--- src/rtl/output_buffer.sv ---
// Transmit-side scan buffer: captures a full block in one cycle, then serializes it
// as NUM_CHUNKS chunks over a valid/ready scan bus, chunk 0 (the LSBs) first.
module output_buffer #(
  parameter int CHUNK_W    = 136,
  parameter int NUM_CHUNKS = 8,
  parameter int IDX_W      = 3
) (
  input  logic                          scan_clk,
  input  logic                          rst,
  input  logic [CHUNK_W*NUM_CHUNKS-1:0] block,
  input  logic                          load,
  output logic                          load_ready,
  output logic [CHUNK_W-1:0]            scan_out,
  output logic                          scan_valid,
  input  logic                          scan_ready,
  output logic [IDX_W-1:0]              chunk_idx,
  output logic                          done
);

  localparam int              BLK_W    = CHUNK_W * NUM_CHUNKS;
  localparam logic [IDX_W-1:0] LAST_IDX = IDX_W'(NUM_CHUNKS - 1);

  // state  | meaning
  // S_IDLE | waiting for a load; shreg is all-zero after a completed block
  // S_SEND | presenting shreg[CHUNK_W-1:0] until all chunks are accepted
  typedef enum logic [0:0] {S_IDLE, S_SEND} state_t;

  state_t             r_state;
  logic [BLK_W-1:0]   r_shreg;
  logic [IDX_W-1:0]   r_count;
  logic               r_load_ready;
  logic               r_scan_valid;
  logic               r_done;

  always_ff @(posedge scan_clk or posedge rst) begin
    if (rst) begin
      r_state      <= S_IDLE;
      r_shreg      <= '0;
      r_count      <= '0;
      r_load_ready <= 1'b1;
      r_scan_valid <= 1'b0;
      r_done       <= 1'b0;
    end else begin
      r_done <= 1'b0;
      case (r_state)
        S_IDLE: begin
          if (load) begin
            r_shreg      <= block;
            r_count      <= '0;
            r_load_ready <= 1'b0;
            r_scan_valid <= 1'b1;
            r_state      <= S_SEND;
          end
        end
        S_SEND: begin
          if (scan_ready) begin
            // zero fill leaves the register clear once the last chunk goes out
            r_shreg <= {{CHUNK_W{1'b0}}, r_shreg[BLK_W-1:CHUNK_W]};
            if (r_count == LAST_IDX) begin
              r_count      <= '0;
              r_load_ready <= 1'b1;
              r_scan_valid <= 1'b0;
              r_done       <= 1'b1;
              r_state      <= S_IDLE;
            end else begin
              r_count <= r_count + IDX_W'(1);
            end
          end
        end
        default: begin
          r_state      <= S_IDLE;
          r_load_ready <= 1'b1;
          r_scan_valid <= 1'b0;
        end
      endcase
    end
  end

  assign load_ready = r_load_ready;
  assign scan_valid = r_scan_valid;
  assign scan_out   = r_shreg[CHUNK_W-1:0];
  assign chunk_idx  = r_count;
  assign done       = r_done;

endmodule
--- config.mk ---
export PLATFORM = sky130hd
export DESIGN_NAME = output_buffer
export DESIGN_NICKNAME = d
export VERILOG_FILES = /design/src/rtl/output_buffer.sv
export SDC_FILE = /design/constraint.sdc
export NUM_CORES = 2
export LEC_CHECK = 0
export CORE_AREA = 4 4 476 478
export DETAILED_ROUTE_END_ITERATION = 10
export DIE_AREA = 0 0 480 482
export SETUP_SLACK_MARGIN = 0.2
export SYNTH_ARGS = -nofsm -noshare
export SYNTH_HDL_FRONTEND = slang
export SYNTH_SLANG_ARGS = --single-unit
--- constraint.sdc ---
create_clock -name scan_clk -period 63.6 [get_ports scan_clk]
set_input_delay 12.72 -clock scan_clk [delete_from_list [all_inputs] [get_ports scan_clk]]
set_output_delay 12.72 -clock scan_clk [all_outputs]
set_load 0.01 [all_outputs]
Word level (Yosys, flattened, before mapping)
Cells that the tools add are included.
W data, S select, Z words.

storage, ports and cells
  input bits = 1,092
  register bits after elaboration = 1,095

operators by class
  mux-type cells = 22
  add/subtract/negate cells = 1
  bitwise gates (word level) = 1
  reductions and logical operators = 2
  equal/unequal tests = 4

operators by type and width
  kind                   number
  $mux W1088             2
  $pmux W1088 S2         1
  $mux W1                12
  $mux W3                3
  $pmux W1 S2            3
  $pmux W3 S2            1
  $ne A2 B2 Y1 const B   2
  $add A3 B1 Y3 const B  1
  $eq A3 B3 Y1 const B   1
  $reduce_and A3 Y1      1
  $ne A2 B1 Y1 const B   1
  $reduce_and A2 Y1      1
  $not A1 Y1             1

Longest topological paths before layout
  word-level depth = 4
  depth in mapped cells = 7

Least setup slack after synthesis
No wires, ideal clock.

  path kind = input to register
  start = input load
  end = register r_shreg[949]
  slack = 49,796 ps
  stages on the path = 5
  path buffers = 4
  data arrival time = 13,678 ps
  path through = buf_4 -> buf_4 -> buf_2 -> buf_2 -> a221o_1

on the way
  word-level cells in the longest chain between the ends = 2

ends and longest elaborated chain
  element                             RTL line  RTL
  start, declared                     11        input logic load,
  $ne A2 B2 Y1 (no source line)       -
  $reduce_and A2 Y1 (no source line)  -
  end signal, assigned                48        r_shreg <= block;
  end signal, assigned                58        r_shreg <= {{CHUNK_W{1'b0}}, r_shreg[BLK_W-1:CHUNK_W]};
  end, declared                       29        logic [BLK_W-1:0] r_shreg;

No other way between the ends.
A chain may end at the register's enable or synchronous reset.

Worst setup path after layout
  start = input load
  end = register r_shreg[183]

Same word-level chain as after synthesis.

==> results.md <==
Status:
- The flow ran to the end, and the final reports show no timing, DRC or antenna violations.

Finish:
- The post-route netlist has about 4.8% of its cells at a drive strength greater than 1.
- At the end of the flow, the number of nets in the layout was about 6700.
- The sequential cell area is ~27000 um^2.
- The post-route cell area is between 70000 and 80000 um^2.
- The area growth from synthesis to layout is 30.5%.
- After filler insertion, the fill cell instance count of the layout stands at about 22000.
- The multi-input logic area is roughly 28000 um^2.
- Leaving out filler cells and counting taps, the final layout contains ~8700.

STA:
- The portion of the clock cycle consumed by the worst path in the final layout is 27.6%.
- The largest clock skew in the final design is between 0.04 and 0.05 ns.
- Measured against its own limit, the worst slew margin works out to between 20% and 30%.
- The number of endpoints with negative hold slack in the final report is 0.
- The number of max-slew violations in the final report was 0.
- The final setup violation count is 0.
- Setup repair after global routing left no endpoint under its margin.
- Setup total negative slack on the finished layout was measured at 0 ns.
- The maximum clock frequency is 0.0570 GHz.
- At the pin with the least slew margin, the transition time is 1.10 ns.
- The final critical-path setup slack is around 46 ns.
- The post-route minimum period is 17.53 ns.

Clock tree:
- CTS saw 1095 sinks.
- The number of hold buffers added after CTS is 0.
- The cell at the root of the clock tree is sky130_fd_sc_hd__clkbuf_16.
- The number of gates given a new drive strength after cts is 0.
- The clock-pin slew on the worst setup and hold paths is 0.06 ns.
- The number of setup buffers added after CTS is 0.
- The clock network latency to the later pin of the worst-skew pair is between 0.7 and 0.8 ns.
- The maximum number of buffers from clock root to sink is 3.
- The clock buffer count from CTS is 135.
- TritonCTS built the clock tree.
- The clock tree synthesis step divided the H-tree into 4 levels.

Die:
- The starting utilization of the core area is 26.4%.
- The core region is approximately 220000 um^2.
- The overall die width is around 480 um.
- The die covers 231000 um^2.
- The I/O pin count is about 1200.
- In this run the core area contains about 170 standard-cell rows.
- The floorplan step set the die height to ~480 um.

Synthesis:
- The synthesis-stage register bit count is 1095.
- In this run, distinct cell masters in the synthesized netlist total 30.
- The area share of the largest cell type after synthesis is ~47%.
- After synthesis, the most frequently instantiated cells are sky130_fd_sc_hd__mux2i_1, sky130_fd_sc_hd__dfrtp_1, sky130_fd_sc_hd__and3_1.
- Sorting the synthesized cells by area gives the leading types as sky130_fd_sc_hd__dfrtp_1, sky130_fd_sc_hd__mux2i_1, sky130_fd_sc_hd__a211o_1.
- Sequential elements use a little under half of the synthesized area.
- The cell type with the largest total area after synthesis is sky130_fd_sc_hd__dfrtp_1.
- After synthesis, the mean cell area works out to 12.3 um^2.
- Summing every instance area after synthesis gives 58500 um^2.
- The number of nets in the synthesized netlist is approximately 6000.
- The most used standard cell by instance count after synthesis is sky130_fd_sc_hd__mux2i_1.
- The number of synthesized flops with an enable pin is 0.
- The async set-or-reset flop fraction in the synthesized netlist is 100%.
- The most used flip-flop cell after synthesis is sky130_fd_sc_hd__dfrtp_1.
- After technology mapping, the gate count stands at 4760.
- The Yosys step of the flow raised 0 warnings.

Detailed routing:
- Summing over every cut layer, the via total after detailed routing is 42800.
- After detailed routing, the number of remaining DRC violations is 0.
- The routed wire length is 214000 um.
- In the final routed layout, each cell accounts on average for between 20 and 25 um.
- For this run, the detailed router's first-pass iteration total came to 5.
- Once detail routing completed, the nets flagged for antenna violations numbered 0.
- In the routed layout, each cell is associated on average with a via count of about 4.9.
- The first routing iteration left ~2900 violations.

Flow run:
- Across the run, the number of max-cap violations was 0.

Global routing:
- Entering global routing, the biggest net connects around 180 pins.
- For this run, the total global-route usage over all layers was measured as between 15 and 20%.
- The first global-routing pass estimated a little over 300000 um of wire.
- The number of antenna violations at the first check in global routing is roughly 130.
- Summed over all layers, the global routing overflow is 0.
- The number of global-route vias before repair was 44300.

Setup path:
- STA classifies the critical path endpoint as a flip-flop.
- STA classifies the critical path startpoint as a primary input.
- Along the worst path, the maximum fanout reaches 164.
- The critical path data required time is between 60 and 70 ns.
- The arrival time of data at the critical path endpoint is 18.12 ns.
- The critical path is of the in -> reg type.

Pwr:
- Dividing total power by cell area gives a power density of between 30 and 40 nW/um^2.
- The overall power is 2.70 mW.
- The worst ir drop on vdd is around 0.029 mV.
- The reported leakage power is 43.9 nW.

Placed design:
- The HPWL after detailed placement is around 150000 um.
- At the end of routability-driven placement, the weighted congestion stood at roughly 0.85.
- The placed instances occupy a cell area of around 70000 um^2.
- The number of instances in the placed design is 8437.
- Input and output buffers added on the ports amount to approximately 1200.
- Prior to clock tree synthesis, the placed netlist has a worst setup slack of between 40 and 50 ns.

Worst hold path:
- The tightest min-delay check is of the reg -> reg type.
-- routing by layer --
| metal | global-route usage (%) | part of all wire [%] | vias up |
|---|---|---|---|
| met3 | 6.47 | 7.9 | 360 |
| met5 | 0.184 | 0.46 | - |
| met1 | 21.5 | 42 | 21600 |
| li1 | - | - | 19500 |
| met4 | 5.99 | 2.4 | 150 |
| met2 | 28.4 | 48 | 1267 |
-- power by group --
group	internal, mW	switching, mW
registers	0.940	0.201
clock network	0.470	0.325
logic	0.421	0.339
total	1.83	0.865
-- critical path, cell delays in order --
cell	delay, ns
sky130_fd_sc_hd__buf_8	0.58
sky130_fd_sc_hd__buf_4	0.77
sky130_fd_sc_hd__buf_4	0.68
sky130_fd_sc_hd__buf_12	0.77
sky130_fd_sc_hd__buf_4	0.90
sky130_fd_sc_hd__buf_4	0.89
sky130_fd_sc_hd__mux2i_1	0.29
sky130_fd_sc_hd__mux2i_1	0.09
-- metrics by stage --
step           utilization [%]  hold slack, ns
2_1_floorplan                -           0.450
3_3_place_gp              32.3           0.459
3_5_place_dp              32.3           0.467
4_1_cts                   34.3           0.478
5_1_grt                   34.4           0.483
6_report                  34.4           0.474
-- flip-flops by register name, summed over array words and instances (netlist names) --
signal,flops
chunk_idx,3
r_state,1
r_shreg,1088
load_ready,1
scan_valid,1
done,1
-- worst paths after layout --
| kind | startpoint | end | slack [ns] | depth (start not counted) |
|---|---|---|---|---|
| min | r_shreg[698] | r_shreg[698] | 0.47 | 1 |
| min in group asynchronous | rst | r_shreg[233] | 12.52 | 2 |
| min reg2reg | r_shreg[698] | r_shreg[698] | 0.47 | 1 |
| max in group asynchronous | rst | r_shreg[296] | 46.62 | 7 |
| max | load | r_shreg[183] | 46.07 | 8 |
| max reg2reg | r_state | r_shreg[615] | 57.27 | 8 |
-- placed cells by master (no fill, tap or decap), types with 2 or more instances in the layout --
cell type,instances
sky130_fd_sc_hd__mux2i_1,1565
sky130_fd_sc_hd__clkdlybuf4s50_1,1231
sky130_fd_sc_hd__dfrtp_1,1093
sky130_fd_sc_hd__and3_1,442
sky130_fd_sc_hd__and3b_1,411
sky130_fd_sc_hd__a211o_1,411
sky130_fd_sc_hd__clkbuf_16,139
sky130_fd_sc_hd__a22o_1,106
sky130_fd_sc_hd__diode_2,55
sky130_fd_sc_hd__buf_4,47
sky130_fd_sc_hd__clkbuf_8,36
sky130_fd_sc_hd__o22ai_1,31
sky130_fd_sc_hd__a221o_1,30
sky130_fd_sc_hd__nand2_1,30
sky130_fd_sc_hd__clkbuf_1,30
sky130_fd_sc_hd__nor2b_1,28
sky130_fd_sc_hd__clkinv_2,13
sky130_fd_sc_hd__buf_12,12
sky130_fd_sc_hd__bufinv_16,6
sky130_fd_sc_hd__inv_6,5
sky130_fd_sc_hd__ha_1,3
sky130_fd_sc_hd__clkinv_16,3
sky130_fd_sc_hd__and2b_1,2
sky130_fd_sc_hd__nor2_1,2
sky130_fd_sc_hd__inv_1,2
sky130_fd_sc_hd__o2bb2ai_1,2
sky130_fd_sc_hd__clkinv_8,2
sky130_fd_sc_hd__clkinvlp_4,2
sky130_fd_sc_hd__inv_16,2
sky130_fd_sc_hd__buf_8,2
-- cell type report --
type	instances	share of cell area (%)
multi-input cells	3072	36.1
clock buffers	205	5.36
inverters	3	0.0246
repair buffers	1292	17.0
diodes	55	0.180
flip-flops and latches	1095	35.9
clock inverters	34	0.623
well taps	2975	4.88
-- kinds of logic (layout without fill, tap and decap cells) --
| family | count (synthesis) | in the layout | share of synthesized area [%] |
|---|---|---|---|
| AO/OA/AOI/OAI | 583 | 583 | 8.66 |
| adder cells (fa/ha/maj) | 3 | 3 | 0.0642 |
| multiplexers | 1566 | 1566 | 26.8 |
| buffers and inverters | 593 | 1534 | 6.09 |
| flip-flops | 1095 | 1095 | 46.9 |
| AND/OR/NAND/NOR | 920 | 920 | 11.5 |
| other | 0 | 55 | 0 |
(Power assumes the default switching activity.)
